==> src/rtl/thirty_two_bit_alu_core.sv <==
// ============================================================================
// Module   : thirty_two_bit_alu_core
// Brief    : Registered 32-bit ALU (clear/add/sub/shl/shr/and/or/xor) with a
//            fixed one-cycle latency. Optional flags enabled by ALU_FLAGS_EN.
// Revision : 1.0 - initial release
// ============================================================================
`default_nettype none

module thirty_two_bit_alu_core (
  input  logic        clk,
  input  logic        rst_n,
  input  logic [31:0] a,
  input  logic [31:0] b,
  input  logic [2:0]  inp,
  input  logic        in_valid,
  output logic [31:0] out,
  output logic        out_valid
`ifdef ALU_FLAGS_EN
  ,
  output logic        carry,
  output logic        zero,
  output logic        overflow
`endif
);

  localparam logic [2:0] c_OP_CLR = 3'b000;
  localparam logic [2:0] c_OP_ADD = 3'b001;
  localparam logic [2:0] c_OP_SUB = 3'b010;
  localparam logic [2:0] c_OP_SHL = 3'b011;
  localparam logic [2:0] c_OP_SHR = 3'b100;
  localparam logic [2:0] c_OP_AND = 3'b101;
  localparam logic [2:0] c_OP_OR  = 3'b110;
  localparam logic [2:0] c_OP_XOR = 3'b111;

  // 33-bit forms: bit 32 is carry-out for add and borrow for sub
  logic [32:0] w_sum;
  logic [32:0] w_diff;
  logic [31:0] result_d;
  logic [31:0] out_q;
  logic        out_valid_q;

  assign w_sum  = {1'b0, a} + {1'b0, b};
  assign w_diff = {1'b0, a} - {1'b0, b};

  always_comb begin
    result_d = 32'd0;
    case (inp)
      c_OP_CLR: result_d = 32'd0;
      c_OP_ADD: result_d = w_sum[31:0];
      c_OP_SUB: result_d = w_diff[31:0];
      c_OP_SHL: result_d = {a[30:0], 1'b0};
      c_OP_SHR: result_d = {1'b0, a[31:1]};
      c_OP_AND: result_d = a & b;
      c_OP_OR:  result_d = a | b;
      c_OP_XOR: result_d = a ^ b;
      default:  result_d = 32'd0;
    endcase
  end

  always_ff @(posedge clk or negedge rst_n) begin
    if (!rst_n) begin
      out_q       <= 32'd0;
      out_valid_q <= 1'b0;
    end else begin
      out_valid_q <= in_valid;
      if (in_valid) begin
        out_q <= result_d;
      end
    end
  end

  assign out       = out_q;
  assign out_valid = out_valid_q;

`ifdef ALU_FLAGS_EN
  logic carry_d;
  logic overflow_d;
  logic carry_q;
  logic zero_q;
  logic overflow_q;

  always_comb begin
    carry_d    = 1'b0;
    overflow_d = 1'b0;
    case (inp)
      c_OP_ADD: begin
        carry_d    = w_sum[32];
        overflow_d = (a[31] == b[31]) && (w_sum[31] != a[31]);
      end
      c_OP_SUB: begin
        carry_d    = w_diff[32];
        overflow_d = (a[31] != b[31]) && (w_diff[31] != a[31]);
      end
      c_OP_SHL: carry_d = a[31];
      c_OP_SHR: carry_d = a[0];
      default: begin
        carry_d    = 1'b0;
        overflow_d = 1'b0;
      end
    endcase
  end

  // Flags travel with out: they hold whenever out holds
  always_ff @(posedge clk or negedge rst_n) begin
    if (!rst_n) begin
      carry_q    <= 1'b0;
      zero_q     <= 1'b0;
      overflow_q <= 1'b0;
    end else if (in_valid) begin
      carry_q    <= carry_d;
      zero_q     <= (result_d == 32'd0);
      overflow_q <= overflow_d;
    end
  end

  assign carry    = carry_q;
  assign zero     = zero_q;
  assign overflow = overflow_q;
`endif

endmodule

`default_nettype wire

==> config.mk <==
export PLATFORM = sky130hd
export DESIGN_NAME = thirty_two_bit_alu_core
export DESIGN_NICKNAME = d
export VERILOG_FILES = /design/src/rtl/thirty_two_bit_alu_core.sv
export SDC_FILE = /design/constraint.sdc
export NUM_CORES = 1
export LEC_CHECK = 0
export CAP_MARGIN = 10
export CELL_PAD_IN_SITES_DETAIL_PLACEMENT = 1
export CELL_PAD_IN_SITES_GLOBAL_PLACEMENT = 2
export CORE_ASPECT_RATIO = 0.8
export CORE_UTILIZATION = 28
export CTS_BUF_LIST = sky130_fd_sc_hd__clkbuf_4
export DETAILED_ROUTE_END_ITERATION = 7
export GPL_TIMING_DRIVEN = 0
export HOLD_SLACK_MARGIN = 0.02
export PLACE_DENSITY = 0.8
export SYNTH_ARGS = -nofsm -noshare
export SYNTH_HDL_FRONTEND = slang
export SYNTH_SLANG_ARGS = --single-unit
==> constraint.sdc <==
create_clock -name clk -period 0.83 [get_ports clk]
set_input_delay 0.166 -clock clk [delete_from_list [all_inputs] [get_ports clk]]
set_output_delay 0.166 -clock clk [all_outputs]
set_load 0.05 [all_outputs]
==> flow_metrics.env <==
export IMPL_grtUsageTotal=0.248
export IMPL_power_total_mw=10.6
export IMPL_synth_xor_area_frac=0.0854
export IMPL_worstSetupPathType="primary input to flop"
export IMPL_ant_nets=0
export IMPL_critical_path_cell_chain="buf_8 -> clkinvlp_4 -> nand2_8 -> or2_4 -> clkbuf_16 -> buf_12 -> o31ai_4 -> xnor2_1 -> ha_1 -> and4_4 -> o2111ai_4 -> a31oi_4 -> o31a_1 -> o31a_1 -> a31oi_4 -> o311a_4 -> mux2i_1 -> o21ai_1"
export IMPL_cp_required_ns=1.14
export IMPL_clk_latency_ns=0.45
export IMPL_cp_start_kind="primary input"
export IMPL_slowest_delay_ns=0.43
export IMPL_synthFlopType="dfrtp_1"
export IMPL_fin_skew_ns=0
export IMPL_peakVddDrop_uv=566
export IMPL_first_pass_iters=5
export IMPL_power_leakage_nw=3.98
export IMPL_worstMarginPinSlew_ns=0.865
export IMPL_layout_min_cycle_time_ns=3.25
export IMPL_drt_drc_violations_left=0
export IMPL_ys_seq_elements=33
export IMPL_min_delay_path_depth=1
export IMPL_failed_checks="negative setup slack"
export IMPL_end_kind="flop"
export IMPL_nNetsFinal=1141
export IMPL_die_area_mm2=0.0215
export IMPL_maxCapViolations=0
export IMPL_routedWlPerCell_um=21.7
export IMPL_die_x_um=164
export IMPL_synth_enable_flop_cells=0
export IMPL_reg2reg_from="out[20]"
export IMPL_netlist_cell_type_count=62
export IMPL_outcome="finished with violations"
export IMPL_hold_viol_final=0
export IMPL_min_from="in_valid"
export IMPL_synth_top_family_by_area="compound AO/OA/AOI/OAI gates"
export IMPL_floorplan_initialDensity=0.290
export IMPL_core_area_mm2=0.0201
export IMPL_min_path_type="primary input to flop"
export IMPL_syn_inst=791
export IMPL_synth_simple_area_share=0.144
export IMPL_cp_arrival_ns=3.56
export IMPL_rows=46
export IMPL_die_y_um=131
export IMPL_reg2regPathDepth=5
export IMPL_maxSlewViolCount=0
export IMPL_root_buffer="clkbuf_4"
export IMPL_cts_tree="yes"
export IMPL_dp_hpwl_um=19800
export IMPL_fillers=2412
export IMPL_via_count=6696
export IMPL_area_growth_syn_to_layout_pct=51.1
export IMPL_htree_num_levels=2
export IMPL_finalSetupViolations=65
export IMPL_path_clk_slew_ns=0.17
export IMPL_holdPathEnd="out_valid"
export IMPL_grt_start_max_net_pins=19
export IMPL_clock_path_buffers=2
export IMPL_period_share=3.91
export IMPL_io_pins=103
export IMPL_cp_max_fo=8
export IMPL_place_congestion=0.857
export IMPL_grt_first_pass_wirelength_um=40300
export IMPL_drtIter0Drc=558
export IMPL_power_density_mw_per_mm2=1200
export IMPL_syn_cell_area_mm2=0.00585
export IMPL_fmax_ghz=0.308
export IMPL_cts_sinks=33
export IMPL_synth_compound_area_frac=0.291
export IMPL_synth_fa_ha_area_frac=0.209
export IMPL_antenna_found_initial=1
export IMPL_async_reset_ff_frac=1.00
export IMPL_utilization=0.439
export IMPL_rrSetupSlack_ns=-0.34
export IMPL_totalWireLength_um=27000
export IMPL_setup_tns_ns=-69.52
export IMPL_fin_ws_ns=-2.42
export IMPL_drive_above_1_share=0.278
export IMPL_synth_nets=958
export IMPL_yosysSeqAreaShare=0.141
export IMPL_synthMuxAreaShare=0.0486
export IMPL_slew_headroom=0.422
export IMPL_rsz0062_at_grt="true"
export IMPL_yosys_warnings=0
export IMPL_avgSynthCellArea_um2=7.39
export IMPL_r2r_end="out[20]"
export IMPL_io_buffers=101
export IMPL_overflow=0
export IMPL_critPathSlowestCell="o311a_4"
export IMPL_first_global_vias=6742
export IMPL_cts_made_buffers=5
export IMPL_viasPerCell=5.40
## metal layers
| layer | routed length, um | share of wire | GRT usage | up-vias |
|---|---|---|---|---|
| met5 | 0 | 0 | 0 | - |
| met4 | 262 | 0.0097 | 0.0478 | 0 |
| met3 | 1580 | 0.059 | 0.0338 | 19 |
| met2 | 11500 | 0.43 | 0.359 | 189 |
| met1 | 13600 | 0.51 | 0.383 | 3309 |
| li1 | - | - | - | 3179 |
## power by group
group          internal, mW  switching, mW  total (mW)  leakage (nW)
sequential             1.84          0.190        2.03         0.400
clock                 0.320          0.905        1.22        0.0310
combinational          3.14           4.23        7.37          3.54
## state kept, by name, summed over array words and instances, names as in the netlist
name / flops
out: 32
out_valid: 1
## final cells by class
class,instances,area [um2],share of cell area
inverters,86,329,0.0372
diodes,2,5.00,0.000566
well taps,264,330,0.0374
repair buffers,180,1710,0.193
clock buffers,5,37.5,0.00425
flip-flops and latches,33,826,0.0935
clock inverters,3,17.5,0.00198
plain buffers,35,369,0.0418
multi-input cells,633,5210,0.590
## critical path: cells and delay by family
family	cells	cell delay, ns
buf+inv	4	0.53
xor+xnor	1	0.12
compound gates	8	1.63
fa+ha+maj	1	0.32
mux	1	0.20
simple gates	3	0.58
## repair_timing
action                                  in CTS  in global routing
hold buffers                                 1                  0
pin swaps                                   55                 60
cloned                                       1                  0
hold endpoints to repair                    22                  0
setup buffers                               50                 28
endpoints found under the setup margin      65                 65
resized for setup                          397                 75
## cell families after synthesis
logic type	count (synthesis)
xor gates and xnor gates	57
muxes	27
AOI/OAI and AO/OA	265
DFF	33
adders and majority gates	97
and+or+nand+nor	187
buffers and inverters	125
## cells in the final DEF, fill, tap and decap left out, types with 7 or more instances in the layout
cell             Yosys  final
a22oi_1             17     17
buf_6                0     45
nand2_1             97     90
nand3_1              8      8
nand2b_1             8      8
a21oi_1             41     23
mux2i_1             25     25
a222oi_1             7      7
clkdlybuf4s50_1      0     47
ha_1                96     86
dfrtp_1             33     33
o21ai_1             11     16
a21oi_2              2     14
inv_1               83     76
clkbuf_4             0      8
buf_4                0     68
xor2_1              15     12
o21ai_0             93     81
o22ai_1             12     12
a21o_1               9      9
xnor2_1             42     36
a31oi_1             10      8
nor2_1              32     24
clkbuf_1            33     14
inv_2                3      8
## metrics by stage
step	cell area, um2	hold slack, ns	instances	worst slack [ns]
3_5_place_dp	7430	0.158	1157	-4.03
5_1_grt	8830	0.142	1241	-2.52
3_3_place_gp	7400	0.501	1156	-3.98
6_report	8830	0.144	1241	-2.42
2_1_floorplan	6060	-0.130	791	-2.36
4_1_cts	8340	0.108	1216	-2.39
## cell usage after synthesis (all sizes together) (3+ instances only)
cell / instances / share of area
o21bai: 3 / 0.0039
nor4: 4 / 0.0053
a211oi: 5 / 0.0081
o21ai: 104 / 0.089
buf: 6 / 0.0043
mux2i: 25 / 0.043
nand2: 97 / 0.062
nor3: 9 / 0.0077
dfrtp: 33 / 0.14
o22ai: 12 / 0.013
and3: 4 / 0.0043
nand4: 3 / 0.0032
a41oi: 5 / 0.0075
nor2: 32 / 0.021
a221oi: 4 / 0.0060
o31ai: 9 / 0.012
clkbuf: 33 / 0.021
o221ai: 5 / 0.0086
a221o: 4 / 0.0071
inv: 86 / 0.055
or3: 3 / 0.0032
a21o: 9 / 0.012
and2: 4 / 0.0043
a222oi: 7 / 0.012
o31a: 5 / 0.0075
nand3: 8 / 0.0068
a31oi: 10 / 0.011
a22oi: 17 / 0.022
xnor2: 42 / 0.063
xor2: 15 / 0.022
o211ai: 5 / 0.0073
a21oi: 43 / 0.038
ha: 96 / 0.21
nand2b: 8 / 0.0086
nor2b: 10 / 0.011
o21a: 6 / 0.0077
## how the worst max path moves through the flow
stage / start / end / slack, ns
global route: b[13] / out[31] / -2.52
CTS: inp[0] / out[29] / -2.39
global placement: inp[0] / out[31] / -3.98
floorplan: inp[0] / out[29] / -2.36
detailed placement: inp[0] / out[31] / -4.03
finish: inp[0] / out[31] / -2.42
Power figures use the tool's default switching activity.
